File: config.mk
export PLATFORM = sky130hd
export DESIGN_NAME = fetch_unit
export DESIGN_NICKNAME = d
export VERILOG_FILES = /design/src/rtl/fetch_unit.sv
export SDC_FILE = /design/constraint.sdc
export NUM_CORES = 1
export LEC_CHECK = 0
export CORE_MARGIN = 1
export CORE_UTILIZATION = 40
export DETAILED_ROUTE_END_ITERATION = 16
export PLACE_DENSITY = 0.75
export SLEW_MARGIN = 25
export SYNTH_ARGS = -nofsm -noshare
export SYNTH_HDL_FRONTEND = slang
export SYNTH_SLANG_ARGS = --single-unit
File: constraint.sdc
create_clock -name clk -period 3.65 [get_ports clk]
set_input_delay 0.9125 -clock clk [delete_from_list [all_inputs] [get_ports clk]]
set_output_delay 0.9125 -clock clk [all_outputs]
set_load 0.005 [all_outputs]
File: src/rtl/fetch_unit.sv
// fetch_unit: owns the PC, drives imem_addr, captures IF/ID (1-edge latency, 1 instr/cycle);
// stall freezes PC and IF/ID, flush/branch insert bubbles. FETCH_HALT_EN: 16'hFFFF halts fetch.
module fetch_unit #(
  parameter logic [15:0] RESET_PC = 16'h0000,
  parameter int unsigned PC_STEP  = 2
) (
  input  logic        clk,
  input  logic        rst,
  output logic [15:0] imem_addr,
  input  logic [15:0] imem_instr,
  input  logic        stall,
  input  logic        flush,
  input  logic        branch_taken,
  input  logic [15:0] branch_target,
  output logic [15:0] ifid_instr,
  output logic [15:0] ifid_pc_plus2,
  output logic        ifid_valid,
  output logic        halted
);

  localparam logic [15:0] STEP       = PC_STEP[15:0];
  localparam logic [15:0] HALT_INSTR = 16'hFFFF;

  logic [15:0] pc_q, pc_d;
  logic [15:0] instr_q, instr_d;
  logic [15:0] pc_plus2_q, pc_plus2_d;
  logic        valid_q, valid_d;
  logic [15:0] pc_seq;
  logic        normal_edge;
  logic        halt_active;
  logic        halt_capture;

  // Carry out of the increment is intentionally dropped (16-bit wrap).
  assign pc_seq      = pc_q + STEP;
  assign normal_edge = !branch_taken && !flush && !stall;

`ifdef FETCH_HALT_EN
  typedef enum logic {
    ST_RUN  = 1'b0,
    ST_HALT = 1'b1
  } state_t;

  state_t state_q, state_d;

  always_ff @(posedge clk or posedge rst) begin
    if (rst) begin
      state_q <= ST_RUN;
    end else begin
      state_q <= state_d;
    end
  end

  always_comb begin
    state_d = state_q;
    if (branch_taken) begin
      state_d = ST_RUN;
    end else if (normal_edge && (state_q == ST_RUN) && (imem_instr == HALT_INSTR)) begin
      state_d = ST_HALT;
    end
  end

  always_comb begin
    halt_active  = (state_q == ST_HALT);
    halt_capture = normal_edge && (state_q == ST_RUN) && (imem_instr == HALT_INSTR);
    halted       = halt_active;
  end
`else
  assign halt_active  = 1'b0;
  assign halt_capture = 1'b0;
  assign halted       = 1'b0;
`endif

  always_comb begin
    pc_d       = pc_q;
    instr_d    = instr_q;
    pc_plus2_d = pc_plus2_q;
    valid_d    = valid_q;
    if (branch_taken) begin
      pc_d       = {branch_target[15:1], 1'b0};
      instr_d    = 16'h0000;
      pc_plus2_d = 16'h0000;
      valid_d    = 1'b0;
    end else if (flush) begin
      instr_d    = 16'h0000;
      pc_plus2_d = 16'h0000;
      valid_d    = 1'b0;
    end else if (stall) begin
      pc_d = pc_q;
    end else if (halt_active) begin
      instr_d    = 16'h0000;
      pc_plus2_d = 16'h0000;
      valid_d    = 1'b0;
    end else begin
      // The halt word itself is delivered, but the PC parks on its address.
      pc_d       = halt_capture ? pc_q : pc_seq;
      instr_d    = imem_instr;
      pc_plus2_d = pc_seq;
      valid_d    = 1'b1;
    end
  end

  always_ff @(posedge clk or posedge rst) begin
    if (rst) begin
      pc_q       <= RESET_PC;
      instr_q    <= 16'h0000;
      pc_plus2_q <= 16'h0000;
      valid_q    <= 1'b0;
    end else begin
      pc_q       <= pc_d;
      instr_q    <= instr_d;
      pc_plus2_q <= pc_plus2_d;
      valid_q    <= valid_d;
    end
  end

  assign imem_addr     = pc_q;
  assign ifid_instr    = instr_q;
  assign ifid_pc_plus2 = pc_plus2_q;
  assign ifid_valid    = valid_q;

endmodule

# Word-level counts from Yosys, hierarchy flattened
# Index checks and enable logic that the tools add are counted.
# W data, S select, Z words.
# word_totals
ff_bits	49
latch_bits	0
inputBits	37
romBits	0
word_cells	20
ramBits	0
mem_count	0
# classes
n_bitwise	0
n_eq_ne	3
muxes	11
magnitude_cmp	0
div_mod_pow	0
addsub	1
reduce_logical	1
n_mul	0
n_shift	0
# op_table
cell	count
$mux W16	8
$add A16 B2 Y16 const B	1
$ne A2 B1 Y1 const B	2
$mux W1	3
$ne A3 B1 Y1 const B	1
$reduce_and A2 Y1	1

# Longest topological paths before layout
# Gate-level depths: netlist (run 1).
# logic_depth
ltp_word	4
ltp_mapped	6
mapped_depth_nobuf	6

# Worst setup path before layout (run 1)
# Ideal clock, no wire load.
# synth_path
kind	input -> register
from	input port branch_taken
to	register pc_plus2_q[10] (netlist: ifid_pc_plus2[10])
path_buffers	3
arrival_time_ns	1.834
path_stages	5
path_slack_ns	1.733
cell_sequence	buf_2 -> or3_1 -> buf_2 -> buf_2 -> o21ai_0
# synth_via
elab_chain_len	1
word_cells_on_any_way	2
# synth_lines
item	line	text
start, declared	13	input logic branch_taken,
$ne A3 B1 Y1 (no line) / $mux W16 (equally long branches)	--	
end signal, assigned	111	pc_plus2_q <= pc_plus2_d;
end, declared	26	logic [15:0] pc_plus2_q, pc_plus2_d;
# Several ways; a longest one is shown, not always the timed one.
# A chain may end at the register's enable or synchronous reset.

# Worst setup path after layout (run 1)
# layout_path
from	input port branch_taken
to	register pc_q[11] (netlist: imem_addr[11])
# layout_via
elab_chain_len	2
word_cells_on_any_way	4
# layout_lines
item	line	text
$ne A2 B1 Y1 (no line)	--	
$reduce_and A2 Y1 (no line)	--	
end signal, assigned	109	pc_q <= pc_d;
end, declared	24	logic [15:0] pc_q, pc_d;
# Several ways; a longest one is shown, not always the timed one.

==> impl_metrics.yaml, run 1 <==
outcome:
  status: "completed"
critical_path:
  cp_slowest_cell: "or3_1"
  slowest_delay_ps: 720
  cp-end-kind: "flip-flop"
  path_depth: 3
  start_kind: "input pin"
  cp_max_fo: 18
  crit_arrival_ps: 2640
  r2r_setup_slack_ps: 1990
  r2r-end: "imem_addr[15]"
  startpoint: "branch_taken"
  path_cells: "clkdlybuf4s50_1 > or3_1 > o221ai_1"
  crit_required_ps: 3840
  path_delay_family: "simple AND/OR/NAND/NOR gates"
  path_buf_inv: 1
  regToRegStartpoint: "imem_addr[1]"
  critPathCapture: "imem_addr[11]"
  rr_worst_depth: 6
  crit_type: "in2reg"
cells_and_area:
  syn_to_final_growth_pct: 45.7
  fin_area_um2: 3210
  final_net_count: 327
  drive_gt1_share_pct: 9.66
  diodes: 0
synthesis:
  ys_types: 35
  syn-mean-instance-area_um2: 10.6
  synth_seq_area_share_pct: 54.5
  ys_ff_latch: 48
  syn_area_um2: 2210
  synth-edff-count: 0
  synthCells: 209
  ys.flop_type: "dfrtp_1"
  yosysWarnings: 0
  ys_async_sr_fraction_pct: 100
flow_run:
  drv_cap: 0
sta:
  finalCriticalPeriod_ps: 2440
  rsz0062_at_grt: "false"
  maxSlewHeadroom_pct: 46.9
  finClkSkew_ps: 2.87
  holdWs_ps: 485
  setup_viol: 0
  hold_viol_final: 0
  tightest_slew_ps: 795
  fmax_mhz: 409
  period_share_pct: 66.9
  setup_tns_ps: 0
  report.final.slew_viol_count: 0
place:
  port_buffers: 83
  dp_hpwl_um: 3530
  placed_area_um2: 3090
  gp_congestion: 0.736
floorplanning:
  dieArea_um2: 5820
  die_h_um: 76.3
  coreArea_um2: 5200
  start_util_pct: 42.4
  rows: 26
  die_w_um: 76.3
  io_pins: 87
power_and_ir_drop:
  leakage_nw: 1.31
  ir_drop_mv: 0.143
  p_per_area_nw_per_um2: 373
  power_mw: 1.20
clocking:
  cts_root_buffer: "clkbuf_8"
  clkTransAtPathRegs_ps: 80
  h-tree-depth: 2
  cts_hold_buffers: 0
  cts_tree: "built"
  postCtsResizedCells: 0
  clk_latency_ps: 290
  cts_setup_buffers: 0
  clock_sinks: 48
  cts_buffers: 5
  clk_path_buf_depth: 2
detailed_routing:
  ant_nets: 0
  wl_per_cell_um: 13.5
  firstDrtPassIters: 6
  drt-total-wl_um: 4850
  vias: 1746
  post-route-drc-count: 0
  vias_per_cell: 4.85
  drt_iter0_drc: 85
grt:
  overflow: 0
  grt.total_usage_pct: 18.3
  grt_max_degree: 49
  grt_pass1_vias: 1764
  antenna_found_initial: 0
  grt_first_pass_wirelength_um: 8420
min_path:
  hold_path.class: "reg2reg"
[synth_stat cells, types with 2 or more instances]
library cell,count,area share (%)
buf_4,2,0.68
nand3_2,2,0.91
clkbuf_1,6,1.0
nand3_1,2,0.45
buf_2,5,1.1
o21ai_1,6,1.4
and2_2,2,0.68
nand2_1,39,6.6
xor2_1,6,2.4
nor2_1,9,1.5
dfrtp_1,48,54
a22o_1,17,6.7
o221ai_1,3,1.2
o21ai_0,18,4.1
inv_1,4,0.68
nor3_2,4,1.8
nand4_1,2,0.57
xnor2_1,17,6.7
[per-layer routing]
metal	part of all wire, %	GRT usage [%]	wire [um]	vias to the layer above
met5	0	0	0	-
met4	1.2	5.77	60	0
met3	5.8	4.55	280	7
met2	45	28.7	2170	67
met1	48	24.7	2340	805
li1	-	-	-	867
[metrics by stage]
| step | worst slack [ps] | utilization [%] | std cells |
|---|---|---|---|
| floorplan | 1590 | - | 210 |
| global placement | 933 | 59.3 | 352 |
| detailed placement | 878 | 59.3 | 352 |
| CTS | 1190 | 61.7 | 360 |
| global route | 1100 | 61.7 | 360 |
| finish | 1210 | 61.7 | 360 |
[state kept, by name, indices dropped and copies added (netlist names)]
| register | cells |
|---|---|
| imem_addr | 15 |
| ifid_valid | 1 |
| ifid_instr | 16 |
| ifid_pc_plus2 | 16 |
[where the power goes]
group | internal, mW | switching (mW)
Sequential | 0.560 | 0.0326
Combinational | 0.121 | 0.0790
Clock | 0.242 | 0.164
[worst min path at each step]
stage                         to  depth (start not counted)         startpoint  slack [ps]
2_1_floorplan  ifid_pc_plus2[10]                          2  ifid_pc_plus2[10]         470
4_1_cts        ifid_pc_plus2[13]                          2  ifid_pc_plus2[13]         490
3_5_place_dp    ifid_pc_plus2[0]                          1   ifid_pc_plus2[0]         470
6_report        ifid_pc_plus2[0]                          1   ifid_pc_plus2[0]         490
3_3_place_gp    ifid_pc_plus2[7]                          2   ifid_pc_plus2[7]         460
5_1_grt            ifid_instr[9]                          1      ifid_instr[9]         520
[cells in the final DEF (no fill, tap or decap), types with 2 or more instances in the layout]
master / instances
clkdlybuf4s50_1: 83
nor2_1: 9
xor2_1: 6
o21ai_0: 18
buf_4: 4
nand3_2: 2
conb_1: 2
nand3_1: 2
a22o_1: 17
clkbuf_8: 7
nor3_2: 4
inv_1: 3
xnor2_1: 17
nand4_1: 2
and2_2: 2
o21ai_1: 6
dfrtp_1: 48
nand2_1: 39
o221ai_1: 3
[layout make-up]
type                       count  area (um2)
clock buffer                   7        96.3
clock inverter                 1        30.0
fill                         430        1990
inverter                       4        16.3
multi-input combinational    143         921
sequential                    48        1200
tap                           70        87.6
timing repair buffer          87         861
[cell families (layout without fill, tap and decap cells)]
family | after synthesis | after routing | synth area share [%]
AOI/OAI and AO/OA | 47 | 47 | 14.8
xor gates and xnor gates | 23 | 23 | 9.13
adders and majority gates | 1 | 1 | 0.567
buffers and inverters | 19 | 99 | 4.25
DFF | 48 | 48 | 54.5
muxes | 1 | 1 | 0.454
other | 1 | 2 | 0.170
and+or+nand+nor | 69 | 69 | 16.2
Power figures use the tool's default switching activity.
==> run 2, diff against run 1 <==
--- a/config.mk
+++ b/config.mk
@@ -6,9 +6,9 @@
 export NUM_CORES = 1
 export LEC_CHECK = 0
 export CORE_MARGIN = 1
-export CORE_UTILIZATION = 40
+export CORE_UTILIZATION = 39
 export DETAILED_ROUTE_END_ITERATION = 16
-export PLACE_DENSITY = 0.75
+export PLACE_DENSITY = 0.76
 export SLEW_MARGIN = 25
 export SYNTH_ARGS = -nofsm -noshare
 export SYNTH_HDL_FRONTEND = slang
==> constraint.sdc (replaced) <==
create_clock -name clk -period 2 [get_ports clk]
set_input_delay 0.5 -clock clk [delete_from_list [all_inputs] [get_ports clk]]
set_output_delay 0.5 -clock clk [all_outputs]
set_load 0.005 [all_outputs]
==> impl_metrics.yaml, run 2 (synthesis results as in run 1) <==
detailed_routing:
  post-route-drc-count: 2
  wl_per_cell_um: 13.4
  ant_nets: 0
  drt-total-wl_um: 4970
  firstDrtPassIters: 9
  vias: 1801
  drt_iter0_drc: 103
  vias_per_cell: 4.84
cells_and_area:
  diodes: 0
  syn_to_final_growth_pct: 52.3
  drive_gt1_share_pct: 12.7
  most-common-layout-cells: "83 x clkdlybuf4s50_1, 48 x dfrtp_1, 39 x nand2_1, 18 x o21ai_0"
  final_net_count: 337
  layout_commonest_cell: "clkdlybuf4s50_1"
place:
  dp_hpwl_um: 3730
  port_buffers: 83
  gp_congestion: 0.813
floorplanning:
  coreArea_um2: 5470
  die_w_um: 77.2
  die_h_um: 77.2
  io_pins: 87
  rows: 27
  dieArea_um2: 5960
  start_util_pct: 40.3
critical_path:
  regToRegStartpoint: "imem_addr[1]"
  startpoint: "imem_addr[9]"
  r2r_setup_slack_ps: 330
  crit_arrival_ps: 1340
  rr_worst_depth: 6
  path_cells: "clkdlybuf4s50_1"
  cp-end-kind: "primary output"
  r2r-end: "imem_addr[15]"
  crit_type: "reg2out"
  cp_slowest_cell: "clkdlybuf4s50_1"
  slowest_delay_ps: 550
  path_depth: 1
  crit_required_ps: 1500
  start_kind: "flip-flop"
  cp_max_fo: 7
  path_delay_family: "buffers and inverters"
  path_buf_inv: 1
sta:
  hold_viol_final: 0
  fmax_mhz: 545
  holdWs_ps: 486
  report.final.slew_viol_count: 0
  setup_viol: 0
  finalCriticalPeriod_ps: 1840
  rsz0062_at_grt: "false"
  period_share_pct: 91.8
  setup_tns_ps: 0
  finClkSkew_ps: 2.39
clocking:
  clock_sinks: 48
  cts_root_buffer: "clkbuf_8"
  cts_hold_buffers: 0
  h-tree-depth: 2
  clk_path_buf_depth: 2
  cts_setup_buffers: 0
  clk_latency_ps: 300
  postCtsResizedCells: 0
  cts_buffers: 5
  clkTransAtPathRegs_ps: 90
  cts_tree: "built"
power_and_ir_drop:
  ir_drop_mv: 0.365
  p_per_area_nw_per_um2: 718
  power_mw: 2.41
  leakage_nw: 1.38
grt:
  met1_usage_pct: 22.5
  grt.total_usage_pct: 17.9
  grt_first_pass_wirelength_um: 8270
  grt_util_met3_pct: 4.29
  antenna_found_initial: 0
  overflow: 0
  grt.busiest_layer: "met2"
  grt_max_degree: 19
  use_met2_pct: 29.8
  grt_pass1_vias: 1778
min_path:
  hold-path-endpoint: "ifid_pc_plus2[0]"
  min_from: "ifid_pc_plus2[0]"
  hold-path-cell-count: 1
  hold_path.class: "reg2reg"
flow_run:
  drv_cap: 0
outcome:
  failed_checks: "DRC"
  status: "finished with violations"
==> run 2: area by class of cell <==
type,instances,area (um2)
fill,458,2110
sequential,48,1200
tap,72,90.1
timing repair buffer,97,973
clock inverter,3,90.1
inverter,4,15.0
clock buffer,5,68.8
multi-input combinational,143,921
==> run 2: stage by stage <==
stage          util (%)  setup slack (ps)  cells  area [um2]
5_1_grt            61.4               111    372        3360
4_1_cts            61.4               146    372        3360
6_report           61.4               165    372        3360
3_5_place_dp       58.5              26.2    364        3200
2_1_floorplan         -               356    210        2210
3_3_place_gp       58.5              27.8    364        3200
==> run 2: worst max-delay path by stage <==
| stage | to | slack (ps) |
|---|---|---|
| after floorplan | ifid_instr[0] | 360 |
| after global placement | imem_addr[12] | 30 |
| after detailed placement | imem_addr[12] | 30 |
| after CTS | imem_addr[9] | 150 |
| after global routing | imem_addr[9] | 110 |
| final | imem_addr[9] | 160 |
==> run 2: report_power, final <==
| part | internal (mW) | total, mW | switching, mW |
|---|---|---|---|
| Sequential | 1.02 | 1.08 | 0.0609 |
| Clock | 0.625 | 0.941 | 0.316 |
| Combinational | 0.241 | 0.389 | 0.148 |
==> run 2: metal layers <==
layer / routed length [um] / up-vias
met5: 0 / -
met4: 72 / 0
met3: 290 / 6
met2: 2340 / 52
met1: 2270 / 853
li1: - / 890
